## src/rtl/pwm_capture.sv

```systemverilog
// pwm_capture: receive side of the fan PWM path.
//
// Measures an asynchronous PWM input and reports the period and high time
// in clk cycles, together with the duty cycle scaled to the N-bit range
// used by the fan PWM generator (0 .. 2^N-1). A timeout flags an input
// that is stuck high or stuck low.
//
// Ports:
//   clk        in   system clock
//   reset_p    in   asynchronous, active-high reset
//   pwm_in     in   asynchronous PWM input
//   period     out  [CNT_W] last measured period in clk cycles, 0 after timeout
//   high_time  out  [CNT_W] last measured high time in clk cycles, 0 after timeout
//   duty       out  [N]     floor(high_time*2^N/period), saturated to 2^N-1
//   valid      out          one-cycle strobe, outputs update in the same cycle
//   stuck      out          timeout without rising edge; duty shows stuck level
//   busy       out          divider running
module pwm_capture #(
    parameter int SYS_FREQ = 125,    // clk frequency in MHz
    parameter int N        = 12,     // duty width
    parameter int MIN_FREQ = 50,     // lowest valid PWM frequency in Hz
    parameter int CNT_W    = 24      // period / high-time counter width
) (
    input  logic             clk,
    input  logic             reset_p,
    input  logic             pwm_in,
    output logic [CNT_W-1:0] period,
    output logic [CNT_W-1:0] high_time,
    output logic [N-1:0]     duty,
    output logic             valid,
    output logic             stuck,
    output logic             busy
);

    localparam longint TIMEOUT_L =
        longint'(SYS_FREQ) * longint'(1000000) / longint'(MIN_FREQ);
    localparam logic [CNT_W-1:0] TIMEOUT_CYC = CNT_W'(TIMEOUT_L);
    localparam logic [CNT_W-1:0] CNT_ONE     = CNT_W'(1);
    localparam logic [N-1:0]     DUTY_FULL   = '1;
    localparam int               BIT_W       = $clog2(N);

    // Refuse to build a block whose timeout cannot be represented.
    if (TIMEOUT_L >= (longint'(1) << CNT_W)) begin : g_timeout_check
        $error("pwm_capture: TIMEOUT_CYC does not fit in CNT_W bits");
    end

    typedef enum logic [1:0] {
        S_ARM = 2'd0,
        S_RUN = 2'd1,
        S_DIV = 2'd2
    } state_t;

    // Counter increment saturating at the timeout value.
    function automatic logic [CNT_W-1:0] sat_add(input logic [CNT_W-1:0] a,
                                                 input logic             inc);
        if (a >= TIMEOUT_CYC) return TIMEOUT_CYC;
        return a + {{(CNT_W-1){1'b0}}, inc};
    endfunction

    // Duty result: clamp to full scale when high time is not below period.
    function automatic logic [N-1:0] sat_duty(input logic         sat,
                                              input logic [N-1:0] q);
        return sat ? DUTY_FULL : q;
    endfunction

    state_t           state_q;

    logic             sync1_q, sync2_q, prev_q;
    logic             rise;

    logic [CNT_W-1:0] run_cnt_q, run_cnt_d;
    logic [CNT_W-1:0] hi_cnt_q,  hi_cnt_d;
    logic             to_done_q, to_done_d;
    logic             timeout;

    logic [CNT_W-1:0] p_q, h_q, rem_q, rem_nx;
    logic [CNT_W-1:0] rem_sh;
    logic             rem_carry, ge;
    logic [N-1:0]     quo_q, quo_nx;
    logic [BIT_W-1:0] bit_q;
    logic             sat_q;
    logic             last_step;

    logic [CNT_W-1:0] period_q, high_q;
    logic [N-1:0]     duty_q;
    logic             valid_q, stuck_q, busy_q;

    // s_in is sync2_q; prev_q is the edge-detect register.
    assign rise = sync2_q & ~prev_q;

    always_comb begin
        run_cnt_d = rise ? CNT_ONE : sat_add(run_cnt_q, 1'b1);
        hi_cnt_d  = rise ? CNT_ONE : sat_add(hi_cnt_q, sync2_q);

        // to_done_q remembers that this saturation already produced its
        // strobe, so a counter parked at the limit does not fire again.
        // A rise in the same cycle takes priority over the timeout.
        timeout   = (run_cnt_q == TIMEOUT_CYC) && !to_done_q && !rise;
        to_done_d = !rise && (to_done_q || timeout);

        // One restoring-division step. The dividend is H followed by N zero
        // bits, so each step only shifts a zero into the partial remainder.
        // The bit shifted out of the top counts as an implicit carry; the
        // true difference is always below P, so modulo arithmetic is exact.
        rem_carry = rem_q[CNT_W-1];
        rem_sh    = {rem_q[CNT_W-2:0], 1'b0};
        ge        = rem_carry || (rem_sh >= p_q);
        rem_nx    = ge ? (rem_sh - p_q) : rem_sh;
        quo_nx    = {quo_q[N-2:0], ge};
        last_step = (bit_q == BIT_W'(N-1));
    end

    always_ff @(posedge clk or posedge reset_p) begin
        if (reset_p) begin
            state_q   <= S_ARM;
            sync1_q   <= 1'b0;
            sync2_q   <= 1'b0;
            prev_q    <= 1'b0;
            run_cnt_q <= '0;
            hi_cnt_q  <= '0;
            to_done_q <= 1'b0;
            p_q       <= '0;
            h_q       <= '0;
            rem_q     <= '0;
            quo_q     <= '0;
            bit_q     <= '0;
            sat_q     <= 1'b0;
            period_q  <= '0;
            high_q    <= '0;
            duty_q    <= '0;
            valid_q   <= 1'b0;
            stuck_q   <= 1'b0;
            busy_q    <= 1'b0;
        end else begin
            sync1_q   <= pwm_in;
            sync2_q   <= sync1_q;
            prev_q    <= sync2_q;
            run_cnt_q <= run_cnt_d;
            hi_cnt_q  <= hi_cnt_d;
            to_done_q <= to_done_d;
            valid_q   <= 1'b0;

            if (timeout) begin
                // Timeout overrides whatever the FSM was doing.
                period_q <= '0;
                high_q   <= '0;
                duty_q   <= sync2_q ? DUTY_FULL : '0;
                stuck_q  <= 1'b1;
                valid_q  <= 1'b1;
                busy_q   <= 1'b0;
                state_q  <= S_ARM;
            end else begin
                unique case (state_q)
                    S_ARM: begin
                        // First rise only establishes a period start.
                        if (rise) state_q <= S_RUN;
                    end
                    S_RUN: begin
                        if (rise) begin
                            p_q     <= run_cnt_q;
                            h_q     <= hi_cnt_q;
                            rem_q   <= hi_cnt_q;
                            quo_q   <= '0;
                            bit_q   <= '0;
                            sat_q   <= (hi_cnt_q >= run_cnt_q);
                            busy_q  <= 1'b1;
                            state_q <= S_DIV;
                        end
                    end
                    S_DIV: begin
                        if (rise) begin
                            // Period shorter than the division: drop it.
                            busy_q  <= 1'b0;
                            state_q <= S_RUN;
                        end else begin
                            rem_q <= rem_nx;
                            quo_q <= quo_nx;
                            bit_q <= bit_q + BIT_W'(1);
                            if (last_step) begin
                                period_q <= p_q;
                                high_q   <= h_q;
                                duty_q   <= sat_duty(sat_q, quo_nx);
                                stuck_q  <= 1'b0;
                                valid_q  <= 1'b1;
                                busy_q   <= 1'b0;
                                state_q  <= S_RUN;
                            end
                        end
                    end
                    default: state_q <= S_ARM;
                endcase
            end
        end
    end

    assign period    = period_q;
    assign high_time = high_q;
    assign duty      = duty_q;
    assign valid     = valid_q;
    assign stuck     = stuck_q;
    assign busy      = busy_q;

endmodule

```

## config.mk

```make
export PLATFORM = sky130hd
export DESIGN_NAME = pwm_capture
export DESIGN_NICKNAME = d
export VERILOG_FILES = /design/src/rtl/pwm_capture.sv
export SDC_FILE = /design/constraint.sdc
export NUM_CORES = 1
export LEC_CHECK = 0
export ABC_AREA = 1
export CAP_MARGIN = 20
export CORE_ASPECT_RATIO = 0.9
export CORE_MARGIN = 10
export CORE_UTILIZATION = 45
export CTS_BUF_LIST = sky130_fd_sc_hd__clkbuf_4 sky130_fd_sc_hd__clkbuf_8 sky130_fd_sc_hd__clkbuf_16
export CTS_CLUSTER_SIZE = 8
export DETAILED_ROUTE_END_ITERATION = 8
export PLACE_DENSITY = 0.6
export SYNTH_ARGS = -nofsm -noshare
export SYNTH_HDL_FRONTEND = slang
export SYNTH_SLANG_ARGS = --single-unit
```

## constraint.sdc

```tcl
create_clock -name clk -period 8.1 [get_ports clk]
set_input_delay 0.81 -clock clk [delete_from_list [all_inputs] [get_ports clk]]
set_output_delay 0.81 -clock clk [all_outputs]
set_load 0.02 [all_outputs]
```

### Yosys cells after proc, flatten, opt, wreduce, memory -nomap -nowiden

Index checks and enable logic that the tools add are counted.

* bits in registers: 205
* input port bits: 3
* output and inout bits: 63
* word-level logic and storage cells: 107

* add/subtract/negate cells: 4
* order comparisons: 4
* eq/ne operators: 10
* muxes and demuxes: 50
* bitwise gates (word level): 3
* reduce and logical (&&, ||, !) cells: 17

Operators by type and width (count)
* $mux W24: 17
* $mux W12: 6
* $ge A24 B22 Y1 const B: 2
* $ge A24 B24 Y1: 2
* $pmux W24 S2: 1
* $add A24 B1 Y24: 1
* $add A24 B1 Y24 const B: 1
* $eq A24 B22 Y1 const B: 1
* $sub A24 B24 Y24: 1
* $mux W11: 2
* $pmux W11 S2: 1
* $mux W1: 13
* $reduce_and A3 Y1: 4
* $mux W2: 5
* $mux W4: 2
* $pmux W4 S2: 1
* $ne A3 B3 Y1 const B: 2
* $pmux W2 S3: 1
* $reduce_bool A2 Y1: 3
* $add A4 B1 Y4 const B: 1
* $eq A4 B4 Y1 const B: 1
* $ne A2 B2 Y1 const B: 2
* $ne A4 B4 Y1 const B: 1
* $reduce_and A4 Y1: 1
* other kinds (11): 16

### Depth between registers and ports, before layout

Gate-level depths: netlist of the first run.

* depth after elaboration: 7
* depth in mapped cells: 16
* mapped depth without buffers: 16

### Worst setup path before layout of the first run

Ideal clock, no wire load.

* path kind: register to register
* start: reg p_q[0]
* end: reg rem_q[4]
* setup time: 0.125 ns
* data arrival time: 2.035 ns
* data required time: 7.975 ns
* setup slack: 5.940 ns
* cell stages (with the launch flop): 15
* buffers on the path: 1
* period minus slack after synthesis: 2.160 ns
* path through: dfrtp_1 inv_1 fa_1 nand2_1 nand2_1 nand3_1 nand2_1 nand2_1 nand3_1 nand2_1 nand2_1 buf_4 or2_2 nand2_1 nand3_1

* cells in the longest elaborated chain, start to end: 5
* elaborated cells on any way between the ends: 6
* classes of those cells: add/sub (1); order compare (1); mux (3); reduce/logical (1)

RTL lines
* from (decl): line 76 `logic [CNT_W-1:0] p_q, h_q, rem_q, rem_nx;`
* from (signal assigned): line 160 `p_q <= run_cnt_q;`
* $ge A24 B24 Y1: line 107 `ge = rem_carry || (rem_sh >= p_q);`
* $logic_or A1 B1 Y1: line 107
* $mux W24 *: line 108 `rem_nx = ge ? (rem_sh - p_q) : rem_sh;`
* $mux W24 *: line 171 `if (rise) begin`
* $pmux W24 S2 *: line 153 `unique case (state_q)`
* to (signal assigned): line 162 `rem_q <= hi_cnt_q;`
* to (signal assigned): line 176 `rem_q <= rem_nx;`
* to (decl): line 76

Mark *: on every way between the ends. The rest lies on a longest branch, timed or not. The select of a mux whose other input is x is not followed.
A chain may end at the register's enable or synchronous reset.

### Final worst setup path of the first run

* start: reg run_cnt_q[15]
* end: reg rem_q[20]

* cells in the longest elaborated chain, start to end: 5

RTL lines
* from (decl): line 71 `logic [CNT_W-1:0] run_cnt_q, run_cnt_d;`
* from (signal assigned): line 138 `run_cnt_q <= run_cnt_d;`
* $eq A24 B22 Y1: line 98 `timeout = (run_cnt_q == TIMEOUT_CYC) && !to_done_q && !rise;`
* $logic_and A1 B1 Y1 (2 in a row): line 98
* $not A1 Y1 (no line)
* $reduce_and A4 Y1 (no line)

No other way between the ends.

==> reports/results.txt, run 1 <==
Largest net degree at the start of global routing = 100
Clock skew = 12.7 ps
WHS Endpoint = sync2_q$_DFF_PP0_
Power Dens Cells = 310 nW/um^2
DR vias = 9353
Reg2reg end = rem_q[20]$_DFFE_PP0P_
Proportion of layout cells with a drive suffix above 1 = 5.97%
Die Span X = 185 um
Maximum clock path buffer count = 3
# DRC = 0
Tcrit/Tclk final = 35.4%
Clock slew at reported path FFs = 50 ps
Initial antenna violation count = 0
Synthesized instance count = 1391
Initial DRC count = 755
Grt ovf = 0
Hold path depth = 0
Mapped Area = 11100 sq um
TritonCTS buffer count = 29
Critical Path Fanout Max = 38
Hold/Removal Path Class = flop to flop
Data required, critical path = 8570 ps
Number of global-route vias before repair = 8928
DR vias/cell = 5.30
Worst R2R Start = run_cnt_q[15]$_DFF_PP0_
Total wire length = 31.4 mm
Leak = 6.62 nW
Hold Startpoint = sync1_q$_DFF_PP0_
Design Area, Final = 12800 sq um
Status = complete, no violations
Post-CTS setup buffers = 0
Setup TNS = 0 ps
Post-cts resize count = 0
RSZ-0062 raised after global routing = false
Area after DPL = 12000 sq um
Post-synth top area share = 46.3%
EDFF count, synth = 0
Worst vdd ir = 0.190 mV
RePlAce Congestion = 0.973
First-pass GRT wire length = 50.4 mm
Avg WL per Cell = 17.8 um
Synth Warn # = 0
Largest area contributor in the synthesized netlist = dfrtp_1
Tot GR Track Use = 20.2%
R2r setup slk = 5240 ps
Sink Count = 205
Crit path time final = 2860 ps
Dpl hpwl = 23.0 mm
# H-tree levels = 1
Die height = 169 um
DRT antenna net count = 0
Clock Tree Root = clkbuf_16
Fillers = 2359
WS Path Type = flop to flop
Area grow syn2layout = 15.1%
Leading post-synthesis cells by cell area = dfrtp_1 (46%), nand2_1 (11%), inv_1 (7.5%)
IO Count = 66
Post-synth top flop = dfrtp_1
Max-slew violation count = 0
NumNets Final = 1513
Yosys cell types = 42
Hold buffers post-CTS = 0
Worst EP arrival = 3330 ps
CP Launch Type = flop
Mapped Avg Cell Area = 7.97 sq um
Total Power = 3.96 mW
Max-cap viol count = 0
Asr flop ratio synth = 100%
Detailed Routing Iterations Pass 1 = 5
Worst skew pair latency = 540 ps
Fmax = 349 MHz
Seq/Total Area, Yosys = 46.3%
CP endpoint kind = flop
Slew headroom = 26.9%
Placement row count = 54
Final setup vio count = 0
Initial core utilization = 45.7%
Die ar. = 31300 sq um
Synth Register Bits = 205
Slew @ Worst Pin = 1100 ps
ANT cells = 0
Reg2reg path depth = 12
Fin. Hold Viols = 0
PortBufs = 65
CTS tree = done
Core box area = 24300 sq um
[where the power goes]
group	switching, mW	internal [mW]
Sequential	0.134	1.19
Combinational	1.02	0.556
Clock	0.419	0.637
[per-layer routing]
| metal | wire length (um) | up-vias | GRT usage, % |
|---|---|---|---|
| met1 | 15000 | 4438 | 29.6 |
| met4 | 863 | 0 | 5.61 |
| met3 | 1630 | 51 | 2.93 |
| met5 | 0 | - | 0 |
| li1 | - | 4604 | - |
| met2 | 13800 | 260 | 30.3 |
[cell usage after synthesis (2+ instances only)]
master / count
inv_1: 221
buf_4: 6
nand2_1: 326
buf_6: 2
nand4_1: 16
xnor2_1: 10
a22oi_2: 9
xor2_1: 19
nor3b_1: 6
ha_1: 53
o211ai_1: 4
nor2_1: 103
or2_2: 7
clkinv_1: 3
nor3_2: 3
o21bai_1: 6
a22oi_1: 39
o21ai_0: 72
nor3_1: 24
o21ai_1: 7
a21oi_1: 71
dfrtp_1: 205
a31oi_1: 7
clkbuf_1: 13
nand3_1: 81
buf_2: 20
inv_2: 18
nand2_2: 3
nor4_1: 3
and2_1: 3
o22ai_1: 20
[worst max path at each step]
stage                             from                    end  slack (ps)
2_1_floorplan                  reset_p   bit_q[0]$_DFFE_PP0P_        1690
3_3_place_gp   run_cnt_q[22]$_DFF_PP0_  rem_q[22]$_DFFE_PP0P_        5360
3_5_place_dp   run_cnt_q[22]$_DFF_PP0_  rem_q[22]$_DFFE_PP0P_        5280
4_1_cts        run_cnt_q[22]$_DFF_PP0_  rem_q[22]$_DFFE_PP0P_        5270
5_1_grt        run_cnt_q[22]$_DFF_PP0_  rem_q[21]$_DFFE_PP0P_        4870
6_report       run_cnt_q[15]$_DFF_PP0_  rem_q[20]$_DFFE_PP0P_        5240
[critical path, stage by stage (launching register included)]
cell and delay (ps):
dfrtp_1 470, nor2_2 140, nand3_1 120, nor2_1 180, nand3_1 210, nand2_1 180, inv_2 50, nand2_1 50
buf_4 360, nand2_1 570, o21ai_0 340, inv_1 70, nand2_1 60
[cells by family after synthesis]
family	Yosys count	synth area share (%)
simple gates	579	22.1
xor+xnor	29	2.29
flops	205	46.3
buf+inv	284	10.2
other cells	1	0.0338
fa+ha+maj	54	6.17
compound gates	239	12.9
[through the flow]
step | worst slack (ps) | hold slack [ps] | util, % | cells
2_1_floorplan | 1690 | 331 | - | 1394
3_3_place_gp | 5360 | 401 | 49.4 | 1732
3_5_place_dp | 5280 | 390 | 49.5 | 1733
4_1_cts | 5270 | 400 | 52.6 | 1766
5_1_grt | 4870 | 412 | 52.6 | 1766
6_report | 5240 | 386 | 52.6 | 1766
[registers in the layout (all words and copies together) (netlist names), 11 cells and up]
| name | count |
|---|---|
| duty | 12 |
| h_q | 24 |
| hi_cnt_q | 24 |
| high_time | 24 |
| p_q | 24 |
| period | 24 |
| quo_q | 11 |
| rem_q | 24 |
| run_cnt_q | 24 |
[area by class of cell]
| class | count | area [sq um] | area share (%) |
|---|---|---|---|
| sequential | 205 | 5130 | 40.2 |
| multi-input combinational | 905 | 4840 | 38.0 |
| inverter | 242 | 916 | 7.18 |
| clock buffer | 32 | 748 | 5.87 |
| timing repair buffer | 73 | 723 | 5.67 |
| tap | 308 | 385 | 3.02 |
| clock inverter | 1 | 8.76 | 0.0687 |
[placed cells by master (no fill, tap or decap), types with 16 or more instances in the layout]
cell,instances
a21oi_1,71
a22oi_1,39
clkbuf_16,29
clkdlybuf4s50_1,65
dfrtp_1,205
ha_1,53
inv_1,220
inv_2,18
nand2_1,326
nand3_1,81
nand4_1,16
nor2_1,102
nor3_1,24
o21ai_0,72
o22ai_1,20
xor2_1,19
(Power assumes the default switching activity.)
==> run 2, diff against run 1 <==
- PLACE_DENSITY: 0.6 -> 0.63
- clock period: 8.1 -> 2.3 ns (I/O delays scaled with it)
==> run 2 against run 1 <==
  * Combinational power grew to 4.4 times the previous value
  * Maximum frequency is 32% higher
  * Sequential share of layout area is 2.9 points lower
  * Highest routed layer is now met5
==> reports/results.txt, run 2 (synthesized netlist as in run 1, its figures left out) <==
Reg power frac = 30.4% (was 33.4%)
Slew @ Worst Pin = 598 ps (was 1100 ps)
Clock slew at reported path FFs = 60 ps (was 50 ps)
Commonest non-fill, non-tap cells in the layout = nand2_1 (316), inv_1 (218), dfrtp_1 (205), nor2_1 (98), buf_4 (86) (was nand2_1 (326), inv_1 (220), dfrtp_1 (205), nor2_1 (102), nand3_1 (81))
Slew headroom = 60.0% (was 26.9%)
Area after DPL = 12700 sq um (was 12000 sq um)
IO Count = 66 (unchanged)
TritonCTS buffer count = 29 (unchanged)
Tcrit/Tclk final = 94.0% (was 35.4%)
Post-Place Cells = 1817 (was 1733)
Detailed Routing Iterations Pass 1 = 5 (unchanged)
Hold Startpoint = pwm_in (was sync1_q$_DFF_PP0_)
NumNets Final = 1602 (was 1513)
Sink Count = 205 (unchanged)
Gate power share = 45.2% (was 39.9%)
Max-cap viol count = 0 (unchanged)
CP Launch Point = p_q[17]$_DFFE_PP0P_ (was run_cnt_q[15]$_DFF_PP0_)
DR vias = 9819 (was 9353)
Sw frac = 39.2% (was 39.8%)
CP endpoint kind = flop (unchanged)
Reg2reg path depth = 13 (was 12)
Dpl hpwl = 24.7 mm (was 23.0 mm)
Psw = 5.96 mW (was 1.58 mW)
CTS tree = done (unchanged)
RSZ-0062 raised after global routing = true (was false)
Grt ovf = 0 (unchanged)
Placement row count = 54 (unchanged)
Final setup vio count = 0 (unchanged)
Internal power = 9.26 mW (was 2.38 mW)
RePlAce Congestion = 0.942 (was 0.973)
ANT cells = 0 (unchanged)
Fmax = 463 MHz (was 349 MHz)
Critical Path Fanout Max = 8 (was 38)
DR vias/cell = 5.30 (about the same)
Status = complete, no violations (unchanged)
Data required, critical path = 2710 ps (was 8570 ps)
Area grow syn2layout = 24.0% (was 15.1%)
PortBufs = 65 (unchanged)
Max-slew violation count = 0 (unchanged)
Avg WL per Cell = 17.9 um (was 17.8 um)
Fin. Hold Viols = 0 (unchanged)
R2r setup slk = 140 ps (was 5240 ps)
First-pass GRT wire length = 53.3 mm (was 50.4 mm)
Hold/Removal Path Class = primary input to flop (was flop to flop)
Proportion of layout cells with a drive suffix above 1 = 13.9% (was 5.97%)
Die ar. = 31300 sq um (unchanged)
Crit path time final = 2160 ps (was 2860 ps)
# H-tree levels = 1 (unchanged)
Largest net degree at the start of global routing = 75 (was 100)
Worst hold margin = 137 ps (was 386 ps)
Maximum clock path buffer count = 3 (unchanged)
Clock power share = 24.4% (was 26.7%)
DRT antenna net count = 0 (unchanged)
Clock Tree Root = clkbuf_16 (unchanged)
Worst vdd ir = 0.572 mV (was 0.190 mV)
Worst Setup EP = rem_q[14]$_DFFE_PP0P_ (was rem_q[20]$_DFFE_PP0P_)
Initial core utilization = 45.7% (unchanged)
CP Launch Type = flop (unchanged)
Design Area, Final = 13700 sq um (was 12800 sq um)
Initial DRC count = 900 (was 755)
Worst R2R Start = p_q[17]$_DFFE_PP0P_ (was run_cnt_q[15]$_DFF_PP0_)
Non-Filler Instances = 1853 (was 1766)
Power Dens Cells = 1110 nW/um^2 (was 310 nW/um^2)
WS Path Type = flop to flop (unchanged)
Worst EP arrival = 2570 ps (was 3330 ps)
# DRC = 0 (unchanged)
Number of global-route vias before repair = 9861 (was 8928)
Worst skew pair latency = 540 ps (about the same)
Die Span X = 185 um (unchanged)
Die height = 169 um (unchanged)
Core box area = 24300 sq um (unchanged)
Commonest non-fill, non-tap cell in the layout = nand2_1 (unchanged)
Leak = 7.10 nW (was 6.62 nW)
Reg2reg end = rem_q[14]$_DFFE_PP0P_ (was rem_q[20]$_DFFE_PP0P_)
Total wire length = 33.3 mm (was 31.4 mm)
Clock skew = 12.1 ps (was 12.7 ps)
Initial antenna violation count = 1 (was 0)
Tot GR Track Use = 21.3% (was 20.2%)
-- run 2: changes by cell type in the layout (fill, tap and decap cells not counted), sizes merged --
cell	delta
buf	+88
clkbuf	-1
clkinv	-1
clkinvlp	+1
dlygate4sd3	+1
inv	-1
-- run 2: per-layer routing --
metal	GRT usage, %	vias up	routed length, um	share of wire (%)
met5	0	-	16	0.048
met4	7.13	2	1090	3.3
met3	3.06	70	1860	5.6
met2	33.6	262	15000	45
met1	29.5	4708	15300	46
li1	-	4777	-	-
-- run 2: through the flow --
stage | utilization, % | power [mW] | setup WS [ps] | setup TNS (ps)
after detailed placement | 52.5 | 10.9 | -4.50 | -4.50
after floorplan | - | 8.69 | -588 | -120600
after global routing | 56.6 | 16.3 | -15.7 | -37.5
after global placement | 52.5 | 10.8 | -29.1 | -29.1
after CTS | 55.6 | 14.7 | 2.36 | 0
final | 56.6 | 15.2 | 138 | 0
-- run 2: worst min path at each step --
stage / end / depth (start not counted)
after floorplan: sync1_q$_DFF_PP0_ / 0
after global placement: sync2_q$_DFF_PP0_ / 0
after detailed placement: sync2_q$_DFF_PP0_ / 0
after CTS: sync1_q$_DFF_PP0_ / 1
after global routing: sync1_q$_DFF_PP0_ / 1
final: sync1_q$_DFF_PP0_ / 1
-- run 2: area by class of cell --
cell class | count | area, sq um
inverters | 242 | 915
clock buffers | 31 | 747
well taps | 308 | 385
fillers | 2249 | 10500
repair buffers | 162 | 1500
flip-flops and latches | 205 | 5130
multi-input cells | 905 | 5060
-- run 2: power by group through the flow --
stage               sequential [mW]  clock, mW  combinational (mW)
floorplan                      4.61          0                4.09
global placement               4.62          0                6.22
detailed placement             4.64          0                6.24
CTS                            4.59       3.79                6.32
global route                   4.69       3.92                7.70
finish                         4.62       3.72                6.88
-- run 2: worst max-delay path, cell delays in order (launching register included) --
cell     delay (ps)
dfrtp_1         340
inv_1            70
ha_1            320
buf_4           140
nand2_1          80
nor2_1          160
and2_1          180
nand2_2          70
nand2_2         100
buf_6           140
buf_4           160
o21ai_0         100
nand3_1          90
nand3_1          60
-- run 2: repair_timing --
item / in CTS / in global routing
resized for setup: 2 / 50
pin swaps: 0 / 5
gates cloned: 0 / 1
hold endpoints to repair: 2 / 0
hold buffers: 1 / 0
endpoints found under the setup margin: 2 / 52
buffers inserted: 0 / 3
==> patch, RTL diff (config.mk and constraints of run 1) <==
Set the parameter `SYS_FREQ` to 62 (it was 125).
--- a/src/rtl/pwm_capture.sv
+++ b/src/rtl/pwm_capture.sv
@@ -16,7 +16,7 @@
 //   stuck      out          timeout without rising edge; duty shows stuck level
 //   busy       out          divider running
 module pwm_capture #(
-    parameter int SYS_FREQ = 125,    // clk frequency in MHz
+    parameter int SYS_FREQ = 62,    // clk frequency in MHz
     parameter int N        = 12,     // duty width
     parameter int MIN_FREQ = 50,     // lowest valid PWM frequency in Hz
     parameter int CNT_W    = 24      // period / high-time counter width
Check against the original RTL: same outputs for any inputs over 10 cycles, from zero or initial values and one cycle with reset_p high; that may be too few to reach the edited logic, so the function may still have changed.
==> patch against run 1 <==
Worst setup slack worse by 1100 ps. Total power barely moved. Clock skew is 3.1 ps lower. Design area rose by 0.86%. Worst hold slack worse by 5.0 ps. Synthesized area up 1.2%. Non-clock buffer count is 3 lower. Sequential cell count is the same. Fmax down 29%. Routed wire length increased by 0.69%. Critical endpoint is now rem_q[23]$_DFFE_PP0P_. Largest cell class unchanged. Largest power group unchanged. Highest routed layer unchanged.
==> patch: results (changes against run 1) <==
Timing
  – Setup clock skew after layout: 9.53 ps (-3.12 ps)
  – Post-route minimum period: 4010 ps (+1150 ps)
  – Final Hold Slack: 381 ps (-5.03 ps)
  – Headroom to the max-slew limit: 33.5% (+6.6 points)

Power and ir drop
  – Static leakage power: 6.55 nW (-1.1%)
  – Int Power: 0.00236 W (-1.0%)
  – Switching part of the total power: 40.4% (+0.61 points)
  – Share of power burned in registers: 33.6% (+0.2 points)
  – Worst supply voltage drop on vdd: 141 uV (-26%)

Layout
  – Fraction of area in registers: 39.9% (-0.34 points)
  – Number of non-clock inverters: 233 (-3.7%)
  – P&R area growth vs syn: 14.7%
  – Fraction of area in multi-input gates: 39.0% (+1.0 points)
  – Ratio of cells with drive above 1 in the final layout: 6.15% (+0.19 points)
  – Fill cell count: 2347 (-0.51%)
  – Nets: 1504 (-0.59%)
  – Count of plain and timing-repair buffers: 70 (-4.1%)
  – Multi-input gate area: 0.00501 sq mm (+3.5%)
  – Clock network share of area: 5.68% (-0.26 points)

Setup path
  – Largest fanout on the critical path: 74 (+95%)
  – Kind of cell with the highest combined delay on the critical path: buffers and inverters
  – Arr. time, crit path: 4430 ps (+1100 ps)
  – Critical path endpoint: rem_q[23]$_DFFE_PP0P_
  – Worst setup path start: sync2_q$_DFF_PP0_
  – Critical-path cell with the highest stage delay: sky130_fd_sc_hd__nand2_2
  – Max stage delay on crit path: 630 ps (+60 ps)
  – R2r setup slk: 4090 ps (-1150 ps)

Outcome
  – Run status: finished clean

Drt
  – Number of iterations in the first detailed-routing pass: 6 (+1)
  – Routed wirelength normalized by instance count: 17.7 um (-0.22%)
  – Iteration-0 DRC Markers: 833 (+10%)

GRT
  – Pin count of the biggest net entering global routing: 92 (-8.0%)
  – GRT Resource Usage Total: 20.0% (-0.21 points)
  – Number of global-route vias before repair: 9403 (+5.3%)

Synthesis
  – Share of synthesized area occupied by flip-flops and latches: 45.7% (-0.55 points)
  – Area contributors post-synth: sky130_fd_sc_hd__dfrtp_1, sky130_fd_sc_hd__nand2_1, sky130_fd_sc_hd__inv_1, sky130_fd_sc_hd__ha_1, sky130_fd_sc_hd__nand3_1
  – Post-synthesis compound-gate area fraction: 11.9% (-1.1 points)
  – Post-Synth Adder-Cell Area: 6.09% (-0.073 points)
  – Mean Syn Cell Area: 8.09 sq um (+1.6%)
  – Synth Area in XOR/XNOR: 3.12% (+0.83 points)
  – Number of distinct standard cells referenced by the synthesized netlist: 50 (+19%)
  – Most instantiated cells after synthesis: sky130_fd_sc_hd__nand2_1, sky130_fd_sc_hd__inv_1, sky130_fd_sc_hd__dfrtp_1

Placed design
  – Post-DP HPWL: 23400 um (+2.0%)
  – Final estimated routing congestion in global placement: 0.912 (-6.3%)
  – Placed Instance Area: 0.0121 sq mm (+1.1%)
  – Placement Setup Slack: 4050 ps (-1230 ps)
-- patch: changes by cell type in the layout (fill, tap and decap cells not counted), moves of 4 or more --
cell	before	now
sky130_fd_sc_hd__a21oi_1	71	54
sky130_fd_sc_hd__inv_2	18	14
sky130_fd_sc_hd__nand2_1	326	319
sky130_fd_sc_hd__nand3_1	81	96
sky130_fd_sc_hd__nor2_1	102	94
sky130_fd_sc_hd__nor3_2	3	11
sky130_fd_sc_hd__nor3b_1	6	2
sky130_fd_sc_hd__nor4_1	3	8
sky130_fd_sc_hd__o211ai_1	4	14
sky130_fd_sc_hd__o21ai_1	7	3
sky130_fd_sc_hd__o22ai_1	20	5
sky130_fd_sc_hd__xnor2_1	10	16
sky130_fd_sc_hd__xor2_1	19	24
-- patch: per-layer routing --
metal	routed length [um]	vias up	share of wire [%]	GRT usage [%]
li1	-	4600	-	-
met1	14100	4474	45	26.8
met2	14700	274	47	32.7
met3	1940	58	6.1	3.53
met4	822	0	2.6	5.37
met5	0	-	0	0
